## src/rtl/reg_scoreboard_pkg.sv

```systemverilog
// Shared scoreboard types and sizing constants, also used by the hazard and decode logic.
package sb_pkg;

  localparam int SB_NREG        = 32;
  localparam int SB_ISSUE_PORTS = 2;
  localparam int SB_WB_PORTS    = 2;
  localparam int SB_LAT_W       = 3;
  localparam int SB_REG_W       = $clog2(SB_NREG);

  typedef logic [SB_LAT_W-1:0] sb_lat_t;
  typedef logic [SB_REG_W-1:0] sb_reg_t;

  // isVar marks a result owned by a variable-latency unit (cleared by writeback, not by countdown)
  typedef struct packed {
    logic    busy;
    logic    isVar;
    sb_lat_t cnt;
  } sb_entry_t;

endpackage

```

## src/rtl/reg_scoreboard_entry.sv

```systemverilog
// Per-register in-flight tracker: fixed-latency countdown or variable-latency wait for writeback.
module sb_entry
  import sb_pkg::*;
#(
  parameter int LAT_W = SB_LAT_W
) (
  input  logic             clk,
  input  logic             reset,
  input  logic             set,
  input  logic [LAT_W-1:0] setLat,
  input  logic             clear,
  input  logic             flush,
  output logic             busy,
  output logic             ready
);

  typedef struct packed {
    logic             busy;
    logic             isVar;
    logic [LAT_W-1:0] cnt;
  } entry_t;

  entry_t state;

  // Writebacks only affect variable entries; a fixed entry ignores them and keeps counting.
  always_ff @(posedge clk or posedge reset) begin
    if (reset) begin
      state <= '0;
    end else if (flush) begin
      state <= '0;
    end else if (set) begin
      state.busy  <= 1'b1;
      state.isVar <= (setLat == '0);
      state.cnt   <= setLat;
    end else if (state.busy && state.isVar) begin
      if (clear) begin
        state <= '0;
      end
    end else if (state.busy) begin
      state.cnt <= state.cnt - LAT_W'(1);
      if (state.cnt == LAT_W'(1)) begin
        state.busy <= 1'b0;
      end
    end
  end

  assign busy  = state.busy;
  assign ready = !state.busy || (!state.isVar && state.cnt == LAT_W'(1));

endmodule

```

## src/rtl/reg_scoreboard.sv

```systemverilog
// Register scoreboard: in-order multi-port issue permission plus set/clear decode into per-register entries.
module reg_scoreboard
  import sb_pkg::*;
#(
  parameter int NREG        = SB_NREG,
  parameter int ISSUE_PORTS = SB_ISSUE_PORTS,
  parameter int WB_PORTS    = SB_WB_PORTS,
  parameter int LAT_W       = SB_LAT_W,
  localparam int RW         = $clog2(NREG)
) (
  input  logic                               clk,
  input  logic                               reset,
  input  logic [ISSUE_PORTS-1:0]             iss_valid,
  input  logic [ISSUE_PORTS-1:0][RW-1:0]     iss_rs1,
  input  logic [ISSUE_PORTS-1:0][RW-1:0]     iss_rs2,
  input  logic [ISSUE_PORTS-1:0]             iss_rs1_en,
  input  logic [ISSUE_PORTS-1:0]             iss_rs2_en,
  input  logic [ISSUE_PORTS-1:0][RW-1:0]     iss_rd,
  input  logic [ISSUE_PORTS-1:0][LAT_W-1:0]  iss_lat,
  output logic [ISSUE_PORTS-1:0]             iss_ok,
  input  logic [WB_PORTS-1:0]                wb_valid,
  input  logic [WB_PORTS-1:0][RW-1:0]        wb_rd,
  input  logic                               flush,
  output logic [NREG-1:0]                    busy_vec,
  output logic                               idle
);

  logic [NREG-1:0]             busyInt;
  logic [NREG-1:0]             readyVec;
  logic [NREG-1:1]             setEn;
  logic [NREG-1:1]             clearEn;
  logic [NREG-1:1][LAT_W-1:0]  setLatVec;
  logic                        chainOk;
  logic                        portOk;

  assign busyInt[0]  = 1'b0;
  assign readyVec[0] = 1'b1;

  // A port issues only if every older port issues too, so hazards against all lower ports are checked.
  always_comb begin
    iss_ok  = '0;
    chainOk = !flush;
    portOk  = 1'b0;
    for (int p = 0; p < ISSUE_PORTS; p++) begin
      portOk = iss_valid[p] && chainOk;
      if (iss_rs1_en[p] && !readyVec[iss_rs1[p]]) portOk = 1'b0;
      if (iss_rs2_en[p] && !readyVec[iss_rs2[p]]) portOk = 1'b0;
      if (iss_rd[p] != '0 && busyInt[iss_rd[p]])   portOk = 1'b0;
      for (int q = 0; q < p; q++) begin
        if (iss_rd[q] != '0) begin
          if (iss_rs1_en[p] && iss_rs1[p] == iss_rd[q]) portOk = 1'b0;
          if (iss_rs2_en[p] && iss_rs2[p] == iss_rd[q]) portOk = 1'b0;
          if (iss_rd[p] == iss_rd[q])                   portOk = 1'b0;
        end
      end
      iss_ok[p] = portOk;
      chainOk   = portOk;
    end
  end

  // Intra-cycle WAW blocking guarantees at most one issuing port targets a given register.
  always_comb begin
    setEn     = '0;
    setLatVec = '0;
    for (int r = 1; r < NREG; r++) begin
      for (int p = 0; p < ISSUE_PORTS; p++) begin
        if (iss_ok[p] && iss_rd[p] == RW'(r)) begin
          setEn[r]     = 1'b1;
          setLatVec[r] = iss_lat[p];
        end
      end
    end
  end

  always_comb begin
    clearEn = '0;
    for (int r = 1; r < NREG; r++) begin
      for (int k = 0; k < WB_PORTS; k++) begin
        if (wb_valid[k] && wb_rd[k] == RW'(r)) clearEn[r] = 1'b1;
      end
    end
  end

  for (genvar r = 1; r < NREG; r++) begin : gEntry
    sb_entry #(.LAT_W(LAT_W)) uEntry (
      .clk    (clk),
      .reset  (reset),
      .set    (setEn[r]),
      .setLat (setLatVec[r]),
      .clear  (clearEn[r]),
      .flush  (flush),
      .busy   (busyInt[r]),
      .ready  (readyVec[r])
    );
  end

  assign busy_vec = busyInt;
  assign idle     = ~|busyInt;

endmodule
```

## config.mk

```make
export PLATFORM = sky130hd
export DESIGN_NAME = reg_scoreboard
export DESIGN_NICKNAME = d
export VERILOG_FILES = /design/src/rtl/reg_scoreboard_pkg.sv /design/src/rtl/reg_scoreboard_entry.sv /design/src/rtl/reg_scoreboard.sv
export SDC_FILE = /design/constraint.sdc
export NUM_CORES = 1
export LEC_CHECK = 0
export ABC_CLOCK_PERIOD_IN_PS = 14250
export CELL_PAD_IN_SITES_DETAIL_PLACEMENT = 1
export CELL_PAD_IN_SITES_GLOBAL_PLACEMENT = 2
export CORE_MARGIN = 2
export CORE_UTILIZATION = 41
export CTS_CLUSTER_DIAMETER = 200
export DETAILED_ROUTE_END_ITERATION = 16
export GPL_TIMING_DRIVEN = 1
export PLACE_DENSITY_LB_ADDON = 0.05
export RECOVER_POWER = 25
export SLEW_MARGIN = 20
export SYNTH_ARGS = -nofsm -noshare
export SYNTH_HDL_FRONTEND = slang
export SYNTH_HIERARCHICAL = 1
export SYNTH_SLANG_ARGS = --single-unit
```

## constraint.sdc

```tcl
create_clock -name clk -period 14.25 [get_ports clk]
set_clock_uncertainty 0.15 [all_clocks]
set_input_delay 3.5625 -clock clk [delete_from_list [all_inputs] [get_ports clk]]
set_output_delay 3.5625 -clock clk [all_outputs]
set_load 0.05 [all_outputs]
```

Yosys cells after proc, flatten, opt, wreduce, memory -nomap -nowiden
Index checks and enable logic that the tools add are counted.
{"block": "totals", "regBits": 155, "in_bits": 57, "out_inout_bits": 35, "wordCells": 1290}
{"block": "op_classes", "n_addsub": 31, "magnitude_cmp": 6, "eq_ne": 189, "mux": 487, "n_reduce_logical": 484}
{"cell": "two-way mux 5 bit", "n": 93}
{"cell": "two-way mux 3 bit", "n": 124}
{"cell": "== test 5 bit, second input constant", "n": 64}
{"cell": "two-way mux 1 bit", "n": 264}
{"cell": "logical AND 1 bit", "n": 196}
{"cell": "nonzero test 3 bit", "n": 62}
{"cell": "== test 5 x 4 -> 1 bit, second input constant", "n": 32}
{"cell": "!= test 4 x 2 -> 1 bit, second input constant", "n": 31}
{"cell": "AND reduction 2 bit", "n": 62}
{"cell": "nonzero test 4 bit", "n": 31}
{"cell": "== test 3 x 1 -> 1 bit, second input constant", "n": 31}
{"cell": "logical NOT 3 bit", "n": 31}
{"cell": "subtractor 3 x 1 -> 3 bit, second input constant", "n": 31}
{"cell": "== test 5 x 3 -> 1 bit, second input constant", "n": 16}
{"cell": "logical NOT 1 bit", "n": 68}
{"cell": "== test 5 x 2 -> 1 bit, second input constant", "n": 8}
{"cell": "< comparator 5 x 6 -> 1 bit, second input constant", "n": 6}
{"cell": "logical OR 1 bit", "n": 31}
{"cell": "OR reduction 31 bit", "n": 1}
{"cell": "binary-select mux 1 bit (select 5 bit)", "n": 6}
{"cell": "== test 5 x 1 -> 1 bit, second input constant", "n": 4}
{"cell": "== test 5 bit", "n": 3}
{"cell": "nonzero test 5 bit", "n": 2}

Logic depth before layout (Yosys ltp)
Gate-level depths: netlist (run 1).
{"block": "depth", "depth_word": 23, "depth_mapped": 17, "ltp_nobuf": 15}

Hierarchy
Netlist (run 1), hierarchy kept.
{"module": "sb_entry", "instances": 31, "cells_each": 39, "area_each_um2": 342.8, "seq_area_each_um2": 125.1}
{"module": "reg_scoreboard", "instances": 1, "cells_each": 568, "area_each_um2": 4196.5, "seq_area_each_um2": 0.0}

Least setup slack after synthesis (run 1)
Ideal clock, no wire load.
{"block": "synth_path", "kind": "in2out", "from": "input port iss_rs1[7] (netlist name)", "to": "output port iss_ok[1]", "arrival_time_ns": 5.789, "required_time_ns": 10.538, "path_slack_ns": 4.749, "stages": 11, "n_path_buf": 4, "path_cell_list": "buf_2 -> mux4_2 -> and2_0 -> a2111oi_0 -> a211oi_1 -> nand3_1 -> or2_1 -> clkbuf_1 -> clkbuf_1 -> a21oi_1 -> buf_4"}
{"block": "synth_between", "elab_chain_len": 11, "word_cells_on_any_way": 13, "cone_classes": "eq/ne: 1; mux: 9; reduce/logical: 3"}
{"element": "start: declaration", "line_no": "reg_scoreboard.sv:14", "rtl": "input logic [ISSUE_PORTS-1:0][RW-1:0] iss_rs1,"}
{"element": "binary-select mux 1 bit (select 5 bit)", "line_no": "reg_scoreboard.sv:46", "rtl": "if (iss_rs1_en[p] && !readyVec[iss_rs1[p]]) portOk = 1'b0;"}
{"element": "two-way mux 1 bit (implied by the code)", "line_no": "reg_scoreboard.sv:46"}
{"element": "logical NOT 1 bit", "line_no": "reg_scoreboard.sv:46"}
{"element": "logical AND 1 bit", "line_no": "reg_scoreboard.sv:46"}
{"element": "two-way mux 1 bit", "line_no": "reg_scoreboard.sv:46"}
{"element": "two-way mux 1 bit", "line_no": "reg_scoreboard.sv:47", "rtl": "if (iss_rs2_en[p] && !readyVec[iss_rs2[p]]) portOk = 1'b0;"}
{"element": "two-way mux 1 bit", "line_no": "reg_scoreboard.sv:48", "rtl": "if (iss_rd[p] != '0 && busyInt[iss_rd[p]]) portOk = 1'b0;"}
{"element": "two-way mux 1 bit", "line_no": "reg_scoreboard.sv:51", "rtl": "if (iss_rs1_en[p] && iss_rs1[p] == iss_rd[q]) portOk = 1'b0;"}
{"element": "two-way mux 1 bit", "line_no": "reg_scoreboard.sv:52", "rtl": "if (iss_rs2_en[p] && iss_rs2[p] == iss_rd[q]) portOk = 1'b0;"}
{"element": "two-way mux 1 bit", "line_no": "reg_scoreboard.sv:53", "rtl": "if (iss_rd[p] == iss_rd[q]) portOk = 1'b0;"}
{"element": "two-way mux 1 bit (*)", "line_no": "reg_scoreboard.sv:50", "rtl": "if (iss_rd[q] != '0) begin"}
{"element": "end: declaration", "line_no": "reg_scoreboard.sv:20", "rtl": "output logic [ISSUE_PORTS-1:0] iss_ok,"}
Mark *: on every way between the ends. The rest lies on a longest branch, timed or not. The select of a mux whose other input is x is not followed.

Final worst setup path (run 1)
{"block": "layout_path", "from": "input port iss_rd[0] (netlist name)", "to": "output port iss_ok[1]"}
{"block": "layout_between", "elab_chain_len": 12, "word_cells_on_any_way": 18, "cone_classes": "eq/ne: 3; mux: 10; reduce/logical: 5"}
{"element": "start: declaration", "line_no": "reg_scoreboard.sv:18", "rtl": "input logic [ISSUE_PORTS-1:0][RW-1:0] iss_rd,"}
{"element": "binary-select mux 1 bit (select 5 bit)", "line_no": "reg_scoreboard.sv:48"}
{"element": "two-way mux 1 bit (implied by the code)", "line_no": "reg_scoreboard.sv:48"}
{"element": "logical AND 1 bit", "line_no": "reg_scoreboard.sv:48"}
{"element": "two-way mux 1 bit", "line_no": "reg_scoreboard.sv:48"}
{"element": "logical AND 1 bit", "line_no": "reg_scoreboard.sv:45", "rtl": "portOk = iss_valid[p] && chainOk;"}
{"element": "two-way mux 1 bit", "line_no": "reg_scoreboard.sv:46"}
{"element": "two-way mux 1 bit", "line_no": "reg_scoreboard.sv:47"}
{"element": "two-way mux 1 bit", "line_no": "reg_scoreboard.sv:48"}
{"element": "two-way mux 1 bit", "line_no": "reg_scoreboard.sv:51"}
{"element": "two-way mux 1 bit", "line_no": "reg_scoreboard.sv:52"}
{"element": "two-way mux 1 bit", "line_no": "reg_scoreboard.sv:53"}
{"element": "two-way mux 1 bit (*)", "line_no": "reg_scoreboard.sv:50"}
Marked as above.

==> summary.txt, run 1 <==
Run status
  – Status: finished with violations
  – Violated checks: max-capacitance violations, max-slew violations

Power
  – Peak ir drop on the vdd network: 0.0000952 V
  – Leakage: between 6 and 7 nW
  – PD cells: approximately 96 nW/µm²
  – Power, Total: 1.58 mW

Setup path
  – Top cell by count, worst path: clkdlybuf4s50_1
  – Crit Path Max Fanout: 21
  – Reg-to-Reg End: gEntry[21].uEntry/state[0]
  – FF-to-FF setup slack: around 8.6 ns
  – Worst path slowest cell: clkdlybuf4s50_1
  – FF-to-FF path depth: 14
  – CP Class: in -> out
  – R2r startpoint: gEntry[9].uEntry/state[1]
  – Crit. End Element: output pin
  – Critical Path Source Type: primary input
  – Critical Path RT: 10.54 ns
  – CP cell instances: clkdlybuf4s50_1 > mux4_2 > a2111oi_0 > a32o_1 > nand4b_1 > or2_2 > a21oi_1 > clkdlybuf4s50_1
  – Critical path origin: iss_rd[0]
  – WP data arrival: between 7 and 8 ns
  – CP peak stage delay: ~1.1 ns

Drt
  – First DRT Iteration DRCs: between 1000 and 1500
  – Final ANT Viol Nets: 0
  – Total wire length: around 57000 µm
  – Via density per instance: approximately 6.4
  – WL/cell: approximately 25 µm
  – Via count: between 10000 and 15000
  – Drt pass-1 iters: 6
  – DRC: 0

STA
  – Worst-Margin Slew: about 2.5 ns
  – Slew Viols, Final: 32
  – Slew margin rel.: -66.1%
  – Final Hold Fails: 0
  – RSZ-0062 raised after global routing: false
  – Fin Setup TNS: 0 ns
  – Crit share post-route: 80.8%
  – Count of final setup violators: 0
  – Fin crit period: between 10 and 15 ns
  – Max Clk Rate: 0.0869 GHz

Clock network
  – Clock Latency Late Sink: 0.46 ns
  – Clk buf depth: 2
  – Quantity of hold-fixing buffers added after cts: 0
  – Post-CTS setup buffer count: 0
  – CTS H-Tree Depth: 4
  – Post-CTS sizing: 0
  – CTS Buf Count: 17
  – CTS Root Cell: clkbuf_16
  – Worst-path clk slew: around 0.06 ns
  – CTS tree: yes
  – CTS Sinks: 155

Hold path
  – WHS Endpoint: gEntry[3].uEntry/state[1]
  – HP Class: reg -> reg
  – Hold Path Depth: 1
  – Hold path startpoint: gEntry[3].uEntry/state[1]

Logic synthesis
  – Sequential area share after synthesis: between 20% and 30%
  – Yosys reg bits: roughly 160
  – Netlist cell types: 67
  – Synth Flop Type: dfrtp_1
  – Number of synthesized flops with an enable pin: 0
  – Synthesized area per cell: between 8 and 9 µm²
  – Synth warnings: 6
  – Async SR Flop Fraction: between 90% and 100%
  – Gate Count Post-Synth: roughly 1800
  – Syn_nets: 1896
  – Synth Cell Area: between 10000 and 15000 µm²

Floorplan
  – Effective utilization at floorplan: a little over two fifths
  – DIE HEIGHT: between 150 and 200 µm
  – Die Wd: ~190 µm
  – Num rows: 69
  – Core ar.: around 36000 µm²
  – # IOs: 92
  – Die area: 37700 µm²

Run
  – Max cap viols: 1

Global routing
  – Global route overflow: 0
  – Largest net degree at the start of global routing: between 150 and 200
  – First-pass GRT wire length: approximately 88000 µm
  – Vias in the first global route: approximately 14000
  – Initial antenna violation count: 2
  – GRT Overall Usage: 30.0%

Layout
  – Fin nets: between 1500 and 2000
  – Area Growth Syn to Fin: 11.0%
  – Layout cells sized above 1: 12.9%

Placement
  – IO buf count: 90
  – Gpl congestion: roughly 0.9
  – HPWL Detailed: 43200 µm
[state kept, by name (all words and copies together) (netlist names)]
register,flops
gEntry.uEntry/busy,31
gEntry.uEntry/state,124
[kinds of logic (layout without fill, tap and decap cells)]
logic type               count (synthesis)  after routing  share of synthesized area, %
XOR/XNOR                                46             46                          2.72
flip-flops                             155            155                          26.2
adder cells (fa/ha/maj)                 62             62                          5.23
buffers and inverters                  301            301                          8.28
other                                    1              4                        0.0253
multiplexers                           135            135                          12.5
AO/OA/AOI/OAI                          523            523                          26.2
AND/OR/NAND/NOR                        554            554                          18.9
[cell usage after synthesis, drive strengths merged, types with 5 or more instances]
library cell  count  area [µm²]
nand2           249         935
or4               5        37.5
clkbuf           96         362
inv             161         604
ha               62         776
buf              43         258
nand3            34         170
xnor2             5        43.8
a211o            93         892
mux4             32         728
nand3b           38         285
a2111oi          33         289
xor2             41         359
o32ai            52         455
nand4            12        81.3
a22o             31         272
or3b             32         280
a31oi            31         194
mux2             70         788
mux2i            33         330
nor2             48         180
dfrtp           155        3880
nand2b           46         288
nor2b            20         125
a21oi           128         641
or2               7        43.8
a31o             31         272
nor4              8        50.1
o22ai            98         657
a311oi            5        43.8
nor3             39         195
[metrics by stage]
stage          area (µm²)  setup WS [ns]  util [%]  instances  hold slack, ns
2_1_floorplan       14800           4.75         -       1777           0.308
3_3_place_gp        15800           3.00      44.5       2206           0.319
3_5_place_dp        15800           2.89      44.5       2206           0.327
4_1_cts             16400           2.86      46.2       2238           0.342
5_1_grt             16500           2.67      46.3       2239           0.345
6_report            16500           2.74      46.3       2241           0.336
[critical path: cells and delay by family]
family	cells	cell delay (ns)
compound gates	3	0.98
buf+inv	2	1.94
mux	1	0.60
simple gates	2	0.70
[how the worst max path moves through the flow]
stage / to / slack (ns)
global placement: iss_ok[1] / 3.00
finish: iss_ok[1] / 2.74
global route: iss_ok[1] / 2.67
detailed placement: iss_ok[1] / 2.89
CTS: iss_ok[1] / 2.86
floorplan: iss_ok[1] / 4.75
[where the power goes]
part | switching (mW) | internal [mW] | total [mW]
registers | 0.0574 | 0.510 | 0.567
clock network | 0.209 | 0.287 | 0.496
logic | 0.260 | 0.260 | 0.519
[placed cells by master (no fill, tap or decap), drive strengths merged, types with 4 or more instances in the layout]
cell type / instances
nand2: 249
nor2: 48
xnor2: 5
or4: 5
mux2i: 33
or3b: 32
a31o: 31
mux2: 70
ha: 62
dfrtp: 155
clkbuf: 21
inv: 164
nor4: 8
a22o: 31
nand3: 34
clkdlybuf4s50: 88
xor2: 41
or2: 7
nor3: 39
nand4: 12
o32ai: 52
a2111oi: 33
a21oi: 128
a311oi: 5
o22ai: 98
nand2b: 46
clkinv: 4
a211o: 93
buf: 18
nand4b: 4
mux4: 32
nand3b: 38
nor2b: 20
a31oi: 31
[routing by layer]
metal | share of wire (%) | GRT usage [%] | up-vias
li1 | - | - | 6536
met1 | 45 | 41.9 | 7314
met2 | 46 | 48.2 | 445
met3 | 5.9 | 4.05 | 72
met4 | 2.5 | 9.54 | 0
met5 | 0 | 0 | -
[cell type report]
type                    count  area (µm²)
diodes                      3        7.51
clock buffers              20         457
clock inverters            12         161
fillers                  4237       19100
inverters                 162         608
multi-input cells        1321        9730
flip-flops and latches    155        3880
well taps                 461         577
repair buffers            107        1040
Power figures use the tool's default switching activity.
==> run 2, diff against run 1 <==
--- a/config.mk
+++ b/config.mk
@@ -5,11 +5,11 @@
 export SDC_FILE = /design/constraint.sdc
 export NUM_CORES = 1
 export LEC_CHECK = 0
-export ABC_CLOCK_PERIOD_IN_PS = 14250
+export ABC_CLOCK_PERIOD_IN_PS = 12100
 export CELL_PAD_IN_SITES_DETAIL_PLACEMENT = 1
 export CELL_PAD_IN_SITES_GLOBAL_PLACEMENT = 2
 export CORE_MARGIN = 2
-export CORE_UTILIZATION = 41
+export CORE_UTILIZATION = 38
 export CTS_CLUSTER_DIAMETER = 200
 export DETAILED_ROUTE_END_ITERATION = 16
 export GPL_TIMING_DRIVEN = 1
==> constraint.sdc (replaced) <==
create_clock -name clk -period 12.1 [get_ports clk]
set_clock_uncertainty 0.15 [all_clocks]
set_input_delay 3.025 -clock clk [delete_from_list [all_inputs] [get_ports clk]]
set_output_delay 3.025 -clock clk [all_outputs]
set_load 0.05 [all_outputs]
==> run 2 against run 1 <==
The flow still finishes with violations (max-capacitance violations, max-slew violations). First-iteration DRC count decreased by 24%. Sequential cell count unchanged. Clock power rose by 13%. Global-route usage down 1.3 points. Wire length increased by 1.6%. Utilization is 3.4 points lower. Sequential share of layout area fell by 0.077 points. Worst setup slack worse by 1.4 ns.
==> summary.txt, run 2 (synthesized netlist as in run 1, its figures left out) <==
Setup path
  – Worst path slowest cell: clkdlybuf4s50_1
  – Crit Path Max Fanout: between 60 and 70
  – Critical path origin: iss_rd[1]
  – WP data arrival: between 7 and 8 ns
  – Critical Path RT: between 8 and 9 ns
  – Kind of cell adding the most delay to the critical path: buffers and inverters
  – CP Class: in -> out
  – CP peak stage delay: ~1.1 ns
  – R2r startpoint: gEntry[15].uEntry/state[1]
  – Top cell by count, worst path: clkdlybuf4s50_1
  – Critical Path Source Type: primary input
  – CP bufs+invs: 2
  – CP cell instances: clkdlybuf4s50_1 > mux2_2 > and3_1 > a2111oi_0 > a32o_1 > nand4b_1 > or2_2 > a21oi_1 > clkdlybuf4s50_1
  – Crit. End Element: output pin

Global routing
  – GRT Overall Usage: between 20% and 30%
  – Initial antenna violation count: 1
  – Vias in the first global route: 14400
  – Global route overflow: 0
  – Largest net degree at the start of global routing: 196
  – First-pass GRT wire length: between 80000 and 90000 µm

Floorplan
  – Core ar.: a little under 40000 µm²
  – DIE HEIGHT: slightly above 200 µm
  – # IOs: 92
  – Effective utilization at floorplan: between 30% and 40%
  – Die Wd: around 200 µm
  – Num rows: 72
  – Die area: just over 40000 µm²

STA
  – Slew Viols, Final: 32
  – Final Hold Fails: 0
  – Fin crit period: ~11 ns
  – Hold WS: roughly 0.33 ns
  – Max Clk Rate: just over 0.09 GHz
  – Slew margin rel.: -72.8%
  – RSZ-0062 raised after global routing: false
  – Fin Setup TNS: 0 ns
  – Worst-Margin Slew: between 2 and 3 ns
  – Crit share post-route: 88.8%
  – Count of final setup violators: 0

Hold path
  – HP Class: reg -> reg
  – Hold path startpoint: gEntry[15].uEntry/state[1]

Clock network
  – CTS Buf Count: 17
  – Clock Latency Late Sink: 0.50 ns
  – Worst-path clk slew: 0.06 ns
  – CTS Sinks: ~160
  – CTS tree: yes
  – CTS Root Cell: clkbuf_16
  – Post-CTS setup buffer count: 0
  – Clk buf depth: 2
  – Post-CTS sizing: 0
  – Quantity of hold-fixing buffers added after cts: 0
  – CTS H-Tree Depth: 4

Power
  – PD cells: around 110 nW/µm²
  – Clock share of power: 30.5%
  – Peak ir drop on the vdd network: ~0.00011 V
  – Sequential power share: a little over a third
  – Pint: between 1 and 1.5 mW
  – Comb power frac: ~33%
  – Leakage: 6.64 nW
  – Sw Share: between 30% and 40%
  – Sw Pwr: slightly above 600 µW

Layout
  – Multi-input gate area: just under 10000 µm²
  – Commonest non-fill, non-tap cell in the layout: nand2_1
  – N_diodes: 0
  – Area Growth Syn to Fin: 11.4%
  – Fin nets: 1888
  – Biggest regs: gEntry.uEntry/state: 124 flops, gEntry.uEntry/busy: 31 flops
  – Biggest register: gEntry.uEntry/state
  – Layout cells sized above 1: around an eighth
  – FILL cells: about 4600
  – Number of flip-flops in the largest register: roughly 120
  – Most frequent cells in the layout: nand2_1 (249), inv_1 (161), dfrtp_1 (155)
  – Register area: between 3000 and 4000 µm²

Placement
  – Gpl congestion: approximately 0.9
  – HPWL Detailed: between 40000 and 50000 µm
  – IO buf count: 90

Drt
  – DRC: 0
  – Via count: 14300
  – Final ANT Viol Nets: 0
  – Via density per instance: 6.22
  – First DRT Iteration DRCs: around 1100
  – Total wire length: about 58000 µm
  – Drt pass-1 iters: 5
  – WL/cell: around 25 µm

Run status
  – Status: finished with violations
  – Violated checks: max-capacitance violations, max-slew violations

Run
  – Max cap viols: 1
[run 2: cell type report]
| type | count | share of cell area [%] |
|---|---|---|
| clock buffer | 19 | 2.68 |
| inverter | 162 | 3.68 |
| tap | 518 | 3.93 |
| clock inverter | 13 | 0.864 |
| sequential | 155 | 23.5 |
| multi-input combinational | 1321 | 58.9 |
| timing repair buffer | 112 | 6.50 |
[run 2: metrics by stage]
step	std cells	utilization, %	power [mW]	area [µm²]	worst slack [ns]
floorplan	1777	-	1.12	14800	3.67
global placement	2268	41.3	1.27	15900	1.57
detailed placement	2268	41.3	1.29	15900	1.46
CTS	2300	42.8	1.87	16500	1.43
global route	2300	42.8	1.97	16500	1.17
finish	2300	42.8	1.84	16500	1.36
[run 2: power groups by stage]
stage / clock, mW / combinational [mW] / sequential (mW)
4_1_cts: 0.587 / 0.615 / 0.667
5_1_grt: 0.600 / 0.685 / 0.682
3_3_place_gp: 0 / 0.596 / 0.672
2_1_floorplan: 0 / 0.464 / 0.660
6_report: 0.562 / 0.611 / 0.666
3_5_place_dp: 0 / 0.613 / 0.676
[run 2: final timing paths]
kind	endpoint	slack [ns]	cells after the start
max	iss_ok[1]	1.36	9
min	gEntry[15].uEntry/state[1]	0.33	1
max reg2reg	gEntry[23].uEntry/state[0]	6.32	14
min reg2reg	gEntry[15].uEntry/state[1]	0.33	1
max in group asynchronous	gEntry[20].uEntry/state[1]	7.93	2
min in group asynchronous	gEntry[14].uEntry/state[3]	3.46	2
[run 2: layer usage]
layer  share of wire (%)  GRT usage, %  vias up
li1                    -             -     6539
met1                  46          39.1     7320
met2                  46          46.2      385
met3                 5.2          5.75       66
met4                 2.1          8.59        0
met5                   0             0        -
